===== src/rtl/alu_seq.sv =====
// Registered ALU with persistent C/Z/N/V flags, shifts and a shift-add multiplier.
// Single-cycle ops complete in one clock; MUL keeps busy high for WIDTH clocks.
module alu_seq #(
  parameter int WIDTH = 8
) (
  input  logic             clk,
  input  logic             rst_n,
  input  logic             start,
  input  logic [3:0]       opcode,
  input  logic [WIDTH-1:0] alu_in1,
  input  logic [WIDTH-1:0] alu_in2,
  output logic             busy,
  output logic             done,
  output logic [WIDTH-1:0] alu_out,
  output logic [WIDTH-1:0] alu_out_hi,
  output logic             carry,
  output logic             zero,
  output logic             neg,
  output logic             ovf
);
  localparam int CW = $clog2(WIDTH + 1);
  localparam int M  = WIDTH - 1;
  localparam logic [WIDTH-1:0] WV = WIDTH'(WIDTH);

  localparam logic [3:0] OP_ADD  = 4'd0,  OP_ADDC = 4'd1,  OP_SUB = 4'd2,  OP_SUBC = 4'd3;
  localparam logic [3:0] OP_AND  = 4'd4,  OP_OR   = 4'd5,  OP_XOR = 4'd6,  OP_NAND = 4'd7;
  localparam logic [3:0] OP_SHL  = 4'd8,  OP_SHR  = 4'd9,  OP_SAR = 4'd10, OP_MUL  = 4'd11;

  typedef enum logic {S_IDLE, S_MUL} state_e;

  state_e             state_q, state_d;
  logic               done_q, done_d;
  logic [WIDTH-1:0]   out_q, out_d, hi_q, hi_d;
  logic               c_q, c_d, z_q, z_d, n_q, n_d, v_q, v_d;
  logic [WIDTH-1:0]   mcand_q, mcand_d;
  logic [2*WIDTH-1:0] prod_q, prod_d;
  logic [CW-1:0]      cnt_q, cnt_d;

  logic [WIDTH:0]     wide, step;
  logic [2*WIDTH-1:0] prod_nx;
  logic [WIDTH-1:0]   a, b, r;
  logic               cin, big, upd;

  always_comb begin
    state_d = state_q;
    done_d  = 1'b0;
    out_d   = out_q;
    hi_d    = hi_q;
    c_d     = c_q;
    z_d     = z_q;
    n_d     = n_q;
    v_d     = v_q;
    mcand_d = mcand_q;
    prod_d  = prod_q;
    cnt_d   = cnt_q;
    a       = alu_in1;
    b       = alu_in2;
    r       = '0;
    wide    = '0;
    upd     = 1'b0;
    cin     = opcode[0] & c_q;  // ADDC and SUBC are the odd arithmetic opcodes
    big     = alu_in2 > WV;
    // Upper half accumulates the multiplicand; the lower half shifts the multiplier out.
    step    = {1'b0, prod_q[2*WIDTH-1:WIDTH]} + (prod_q[0] ? {1'b0, mcand_q} : '0);
    prod_nx = {step, prod_q[WIDTH-1:1]};

    case (state_q)
      S_MUL: begin
        prod_d = prod_nx;
        cnt_d  = cnt_q + CW'(1);
        if (cnt_q == CW'(WIDTH - 1)) begin
          state_d = S_IDLE;
          done_d  = 1'b1;
          out_d   = prod_nx[WIDTH-1:0];
          hi_d    = prod_nx[2*WIDTH-1:WIDTH];
          c_d     = |prod_nx[2*WIDTH-1:WIDTH];
          v_d     = |prod_nx[2*WIDTH-1:WIDTH];
          z_d     = ~|prod_nx;
          n_d     = prod_nx[2*WIDTH-1];
        end
      end
      default: begin
        if (start) begin
          done_d = 1'b1;
          upd    = 1'b1;
          case (opcode)
            OP_ADD, OP_ADDC: begin
              wide = {1'b0, a} + {1'b0, b} + {{WIDTH{1'b0}}, cin};
              r    = wide[WIDTH-1:0];
              c_d  = wide[WIDTH];
              v_d  = (a[M] == b[M]) && (r[M] != a[M]);
            end
            OP_SUB, OP_SUBC: begin
              wide = {1'b0, a} - {1'b0, b} - {{WIDTH{1'b0}}, cin};
              r    = wide[WIDTH-1:0];
              c_d  = wide[WIDTH];
              v_d  = (a[M] != b[M]) && (r[M] != a[M]);
            end
            OP_AND:  begin r = a & b;    v_d = 1'b0; end
            OP_OR:   begin r = a | b;    v_d = 1'b0; end
            OP_XOR:  begin r = a ^ b;    v_d = 1'b0; end
            OP_NAND: begin r = ~(a & b); v_d = 1'b0; end
            OP_SHL, OP_SHR, OP_SAR: begin
              v_d = 1'b0;
              if (b == '0) begin
                r = a;
              end else if (big) begin
                r   = (opcode == OP_SAR) ? {WIDTH{a[M]}} : '0;
                c_d = (opcode == OP_SAR) & a[M];
              end else if (opcode == OP_SHL) begin
                wide = {1'b0, a} << b;
                r    = wide[WIDTH-1:0];
                c_d  = wide[WIDTH];
              end else begin
                // A guard bit below the LSB catches the last bit shifted out.
                wide = (opcode == OP_SAR) ? $signed({a, 1'b0}) >>> b : {a, 1'b0} >> b;
                r    = wide[WIDTH:1];
                c_d  = wide[0];
              end
            end
            OP_MUL: begin
              upd     = 1'b0;
              done_d  = 1'b0;
              state_d = S_MUL;
              mcand_d = a;
              prod_d  = {{WIDTH{1'b0}}, b};
              cnt_d   = '0;
            end
            default: upd = 1'b0;
          endcase
          if (upd) begin
            out_d = r;
            hi_d  = '0;
            z_d   = ~|r;
            n_d   = r[M];
          end
        end
      end
    endcase
  end

  always_ff @(posedge clk or negedge rst_n) begin
    if (!rst_n) begin
      state_q <= S_IDLE;
      done_q  <= 1'b0;
      out_q   <= '0;
      hi_q    <= '0;
      c_q     <= 1'b0;
      z_q     <= 1'b0;
      n_q     <= 1'b0;
      v_q     <= 1'b0;
      mcand_q <= '0;
      prod_q  <= '0;
      cnt_q   <= '0;
    end else begin
      state_q <= state_d;
      done_q  <= done_d;
      out_q   <= out_d;
      hi_q    <= hi_d;
      c_q     <= c_d;
      z_q     <= z_d;
      n_q     <= n_d;
      v_q     <= v_d;
      mcand_q <= mcand_d;
      prod_q  <= prod_d;
      cnt_q   <= cnt_d;
    end
  end

  assign busy       = (state_q == S_MUL);
  assign done       = done_q;
  assign alu_out    = out_q;
  assign alu_out_hi = hi_q;
  assign carry      = c_q;
  assign zero       = z_q;
  assign neg        = n_q;
  assign ovf        = v_q;
endmodule

===== config.mk =====
export PLATFORM = sky130hd
export DESIGN_NAME = alu_seq
export DESIGN_NICKNAME = d
export VERILOG_FILES = /design/src/rtl/alu_seq.sv
export SDC_FILE = /design/constraint.sdc
export NUM_CORES = 1
export LEC_CHECK = 0
export CAP_MARGIN = 0
export CORE_MARGIN = 2
export CORE_UTILIZATION = 35
export DETAILED_ROUTE_END_ITERATION = 6
export PLACE_DENSITY = 0.58
export SLEW_MARGIN = 20
export SYNTH_ARGS = -nofsm -noshare
export SYNTH_HDL_FRONTEND = slang
export SYNTH_SLANG_ARGS = --single-unit

===== constraint.sdc =====
create_clock -name clk -period 3 [get_ports clk]
set_input_delay 0.6 -clock clk [delete_from_list [all_inputs] [get_ports clk]]
set_output_delay 0.6 -clock clk [all_outputs]
set_load 0.01 [all_outputs]

==> key figures <==
Clock network
  • Number of buffers created by CTS: 5
  • CTS root buf: clkbuf_16
  • Maximum clock insertion buffer count: 2
  • Worst-path clk slew: 60 ps
  • CTS tree: yes
  • H-tree Lvls: 2
  • Clock sink count: 50
  • Clk Latency, worst-skew pair: 290 ps

Power and ir drop
  • PwrDens: 637 nW/um^2
  • Sw Ratio: 0.398
  • Int Power: 0.00254 W
  • Net Switching: 0.00168 W
  • Sequential share of power: 0.277
  • Clock power frac: 0.136
  • Tot Pwr: 0.00422 W
  • Logic pwr share: 0.587
  • Peak VDD IR: 0.000305 V
  • Lkg Pwr: 2.98 nW

Routing
  • WL/cell: 16.9 um
  • DRC Markers: 0
  • DR vias/cell: 5.44
  • Via count: 4920
  • Starting DRT DRC Count: 395
  • DRT Pass-1 Iters: 5
  • Drt total wl: 15300 um
  • Post-route antenna net violation count: 0

STA
  • RSZ-0062 raised after global routing: true
  • Final Hold Slack: 173 ps
  • Fmax: 336 MHz
  • Layout Skew: 4.31 ps
  • Slew margin rel.: 0.674
  • Final worst-path cycle share: 0.992
  • Minimum clock period: 2980 ps
  • Final setup vio count: 0
  • Hold Vio Cnt, Final: 0
  • Final count of pins violating max slew: 0
  • Actual slew at the worst max-slew pin: 489 ps

Synth
  • Sequential fraction of the synthesis area: 0.263
  • Mean Syn Cell Area: 8.10 sq um
  • Synth cell count leaders: nand2_1, dfrtp_1, nor2_1
  • Yosys cell types: 70
  • Post-synthesis sequential element count: 50
  • Share of flip-flops with an asynchronous set or reset: 1.00
  • Mapped Cells: 588
  • Yosys top cell area share: 0.263
  • Post-synth EDFFs: 0
  • Most frequent cell after synthesis: nand2_1
  • Syn. warnings: 0
  • Synth Flop Type: dfrtp_1
  • Area leader, netlist: dfrtp_1
  • Net count after synthesis: 655
  • Synth top area cells: dfrtp_1, ha_1, nand2_1
  • Mapped Area: 4760 sq um

Global route
  • GRT Total Usage: 0.212
  • Initial antenna violation count: 0
  • First-pass GRT wire length: 24800 um
  • Total gr overflow: 0
  • Largest net degree at the start of global routing: 40
  • Vias in the first global route: 4823

Floorplan
  • Starting Density: 0.360
  • I/O pin total: 45
  • Num rows: 42
  • Placeable Area: 13200 sq um
  • Vert. Die Dim: 121 um
  • Die Area: 14600 sq um
  • Die width: 121 um

Outcome
  • Status: complete, no violations

Worst setup path
  • Slowest Stage Delay on Critical Path: 480 ps
  • Worst Path Arrival: 3190 ps
  • Number of buffers and inverters on the critical path: 0
  • Max stage delay cell, worst path: or4_1
  • Worst path cell trace: and2_4 > ha_4 > fa_2 > a21o_1 > a21oi_2 > xnor2_2 > or4_1 > or3_4 > nor3_4 > nand4_1 > o221ai_2
  • Req. time, crit path: 3210 ps
  • Crit-path max FO: 3
  • CP delay by family, top: simple AND/OR/NAND/NOR gates
  • Critical path class: reg -> reg
  • Worst setup SP type: register
  • Setup crit end kind: register

Final layout
  • Final-stage net count: 794
  • Area grow syn2layout: 39.1%
  • Layout cells sized above 1: 0.302
  • Filler Cells Inserted: 1306
  • Diodes inserted: 0

Placement
  • IO Port Bufs: 44
  • Placer Congestion: 0.950
  • Hpwl dp: 12000 um

Worst hold path
  • Min-delay worst type: in -> async

Job
  • Max cap viols: 0
[what timing repair did]
action                                  4_1_cts  5_1_grt
pin swaps                                    10       28
buffers inserted                              0       11
endpoints found under the setup margin       11       11
hold buffers                                  0        0
endpoints found under the hold margin         0        0
resized for setup                            28       36
[cells by family after synthesis]
family,Yosys count,share of synthesized area
AO/OA/AOI/OAI,154,0.220
XOR/XNOR,16,0.0294
adder cells (fa/ha/maj),44,0.123
buffers and inverters,66,0.0604
flip-flops,50,0.263
multiplexers,26,0.0686
AND/OR/NAND/NOR,232,0.236
[layout make-up]
class,instances,area [sq um],area share
repair buffers,168,1390,0.210
flip-flops and latches,50,1250,0.189
well taps,176,220,0.0332
inverters,30,113,0.0170
multi-input cells,472,3500,0.528
clock buffers,7,143,0.0215
clock inverters,1,5.00,0.000755
[metal layers]
| layer | vias to the layer above | global-route usage | routed length [um] |
|---|---|---|---|
| li1 | 2393 | - | - |
| met1 | 2395 | 0.284 | 7010 |
| met2 | 110 | 0.370 | 7570 |
| met3 | 22 | 0.0142 | 385 |
| met4 | 0 | 0.0603 | 329 |
| met5 | - | 0 | 0 |
[metrics by stage]
| stage | worst slack, ps | TNS [ps] | area, sq um | std cells | utilization |
|---|---|---|---|---|---|
| 2_1_floorplan | -216 | -629 | 4810 | 588 | - |
| 3_3_place_gp | -597 | -4770 | 6170 | 886 | 0.466 |
| 3_5_place_dp | -658 | -5730 | 6170 | 886 | 0.466 |
| 4_1_cts | -35.4 | -75.1 | 6370 | 893 | 0.481 |
| 5_1_grt | -55.0 | -93.2 | 6630 | 904 | 0.500 |
| 6_report | 24.3 | 0 | 6630 | 904 | 0.500 |
[path summary, 6_finish.rpt]
check | from | end | slack, ps | depth (start not counted)
worst max-delay path | prod_q[0]$_DFFE_PN0P_ | zero$_DFFE_PN0P_ | 20 | 11
worst min-delay path | rst_n | cnt_q[3]$_DFFE_PN0P_ | 170 | 1
worst max register to register | prod_q[0]$_DFFE_PN0P_ | zero$_DFFE_PN0P_ | 20 | 11
worst min register to register | alu_out[1]$_DFFE_PN0P_ | alu_out[1]$_DFFE_PN0P_ | 480 | 2
max in group asynchronous | rst_n | mcand_q[2]$_DFFE_PN0P_ | 2060 | 2
min in group clk | alu_out[1]$_DFFE_PN0P_ | alu_out[1]$_DFFE_PN0P_ | 480 | 2
[cells in the final DEF (no fill, tap or decap), types with 5 or more instances in the layout]
cell type,instances
xnor2_1,8
buf_4,120
inv_2,5
nor3_1,10
dfrtp_1,49
nand3_1,20
mux2_2,13
a21oi_1,19
mux2i_1,9
ha_4,5
nand2_1,91
a211o_1,5
ha_1,33
inv_1,24
a211oi_1,13
o22ai_1,6
nor2_1,46
a21o_1,7
clkdlybuf4s50_1,39
fa_2,5
o211ai_1,5
o31ai_1,6
nand2b_1,5
and2_1,10
a31oi_1,13
a211oi_2,5
o21ai_0,36
clkbuf_16,5
xor2_1,6
[power groups by stage]
stage,sequential [W],clock [W],combinational [W]
after detailed placement,0.00118,0,0.00224
after global routing,0.00121,0.000610,0.00273
after CTS,0.00117,0.000590,0.00231
after global placement,0.00117,0,0.00219
after floorplan,0.00118,0,0.00124
final,0.00117,0.000572,0.00248
[registers in the layout, summed over array words and instances, names as in the netlist]
| register | count |
|---|---|
| mcand_q | 8 |
| neg | 1 |
| cnt_q | 4 |
| busy | 1 |
| alu_out_hi | 8 |
| carry | 1 |
| alu_out | 8 |
| prod_q | 16 |
| zero | 1 |
| ovf | 1 |
| done | 1 |
Note: power is estimated with default switching activity, not from simulation.
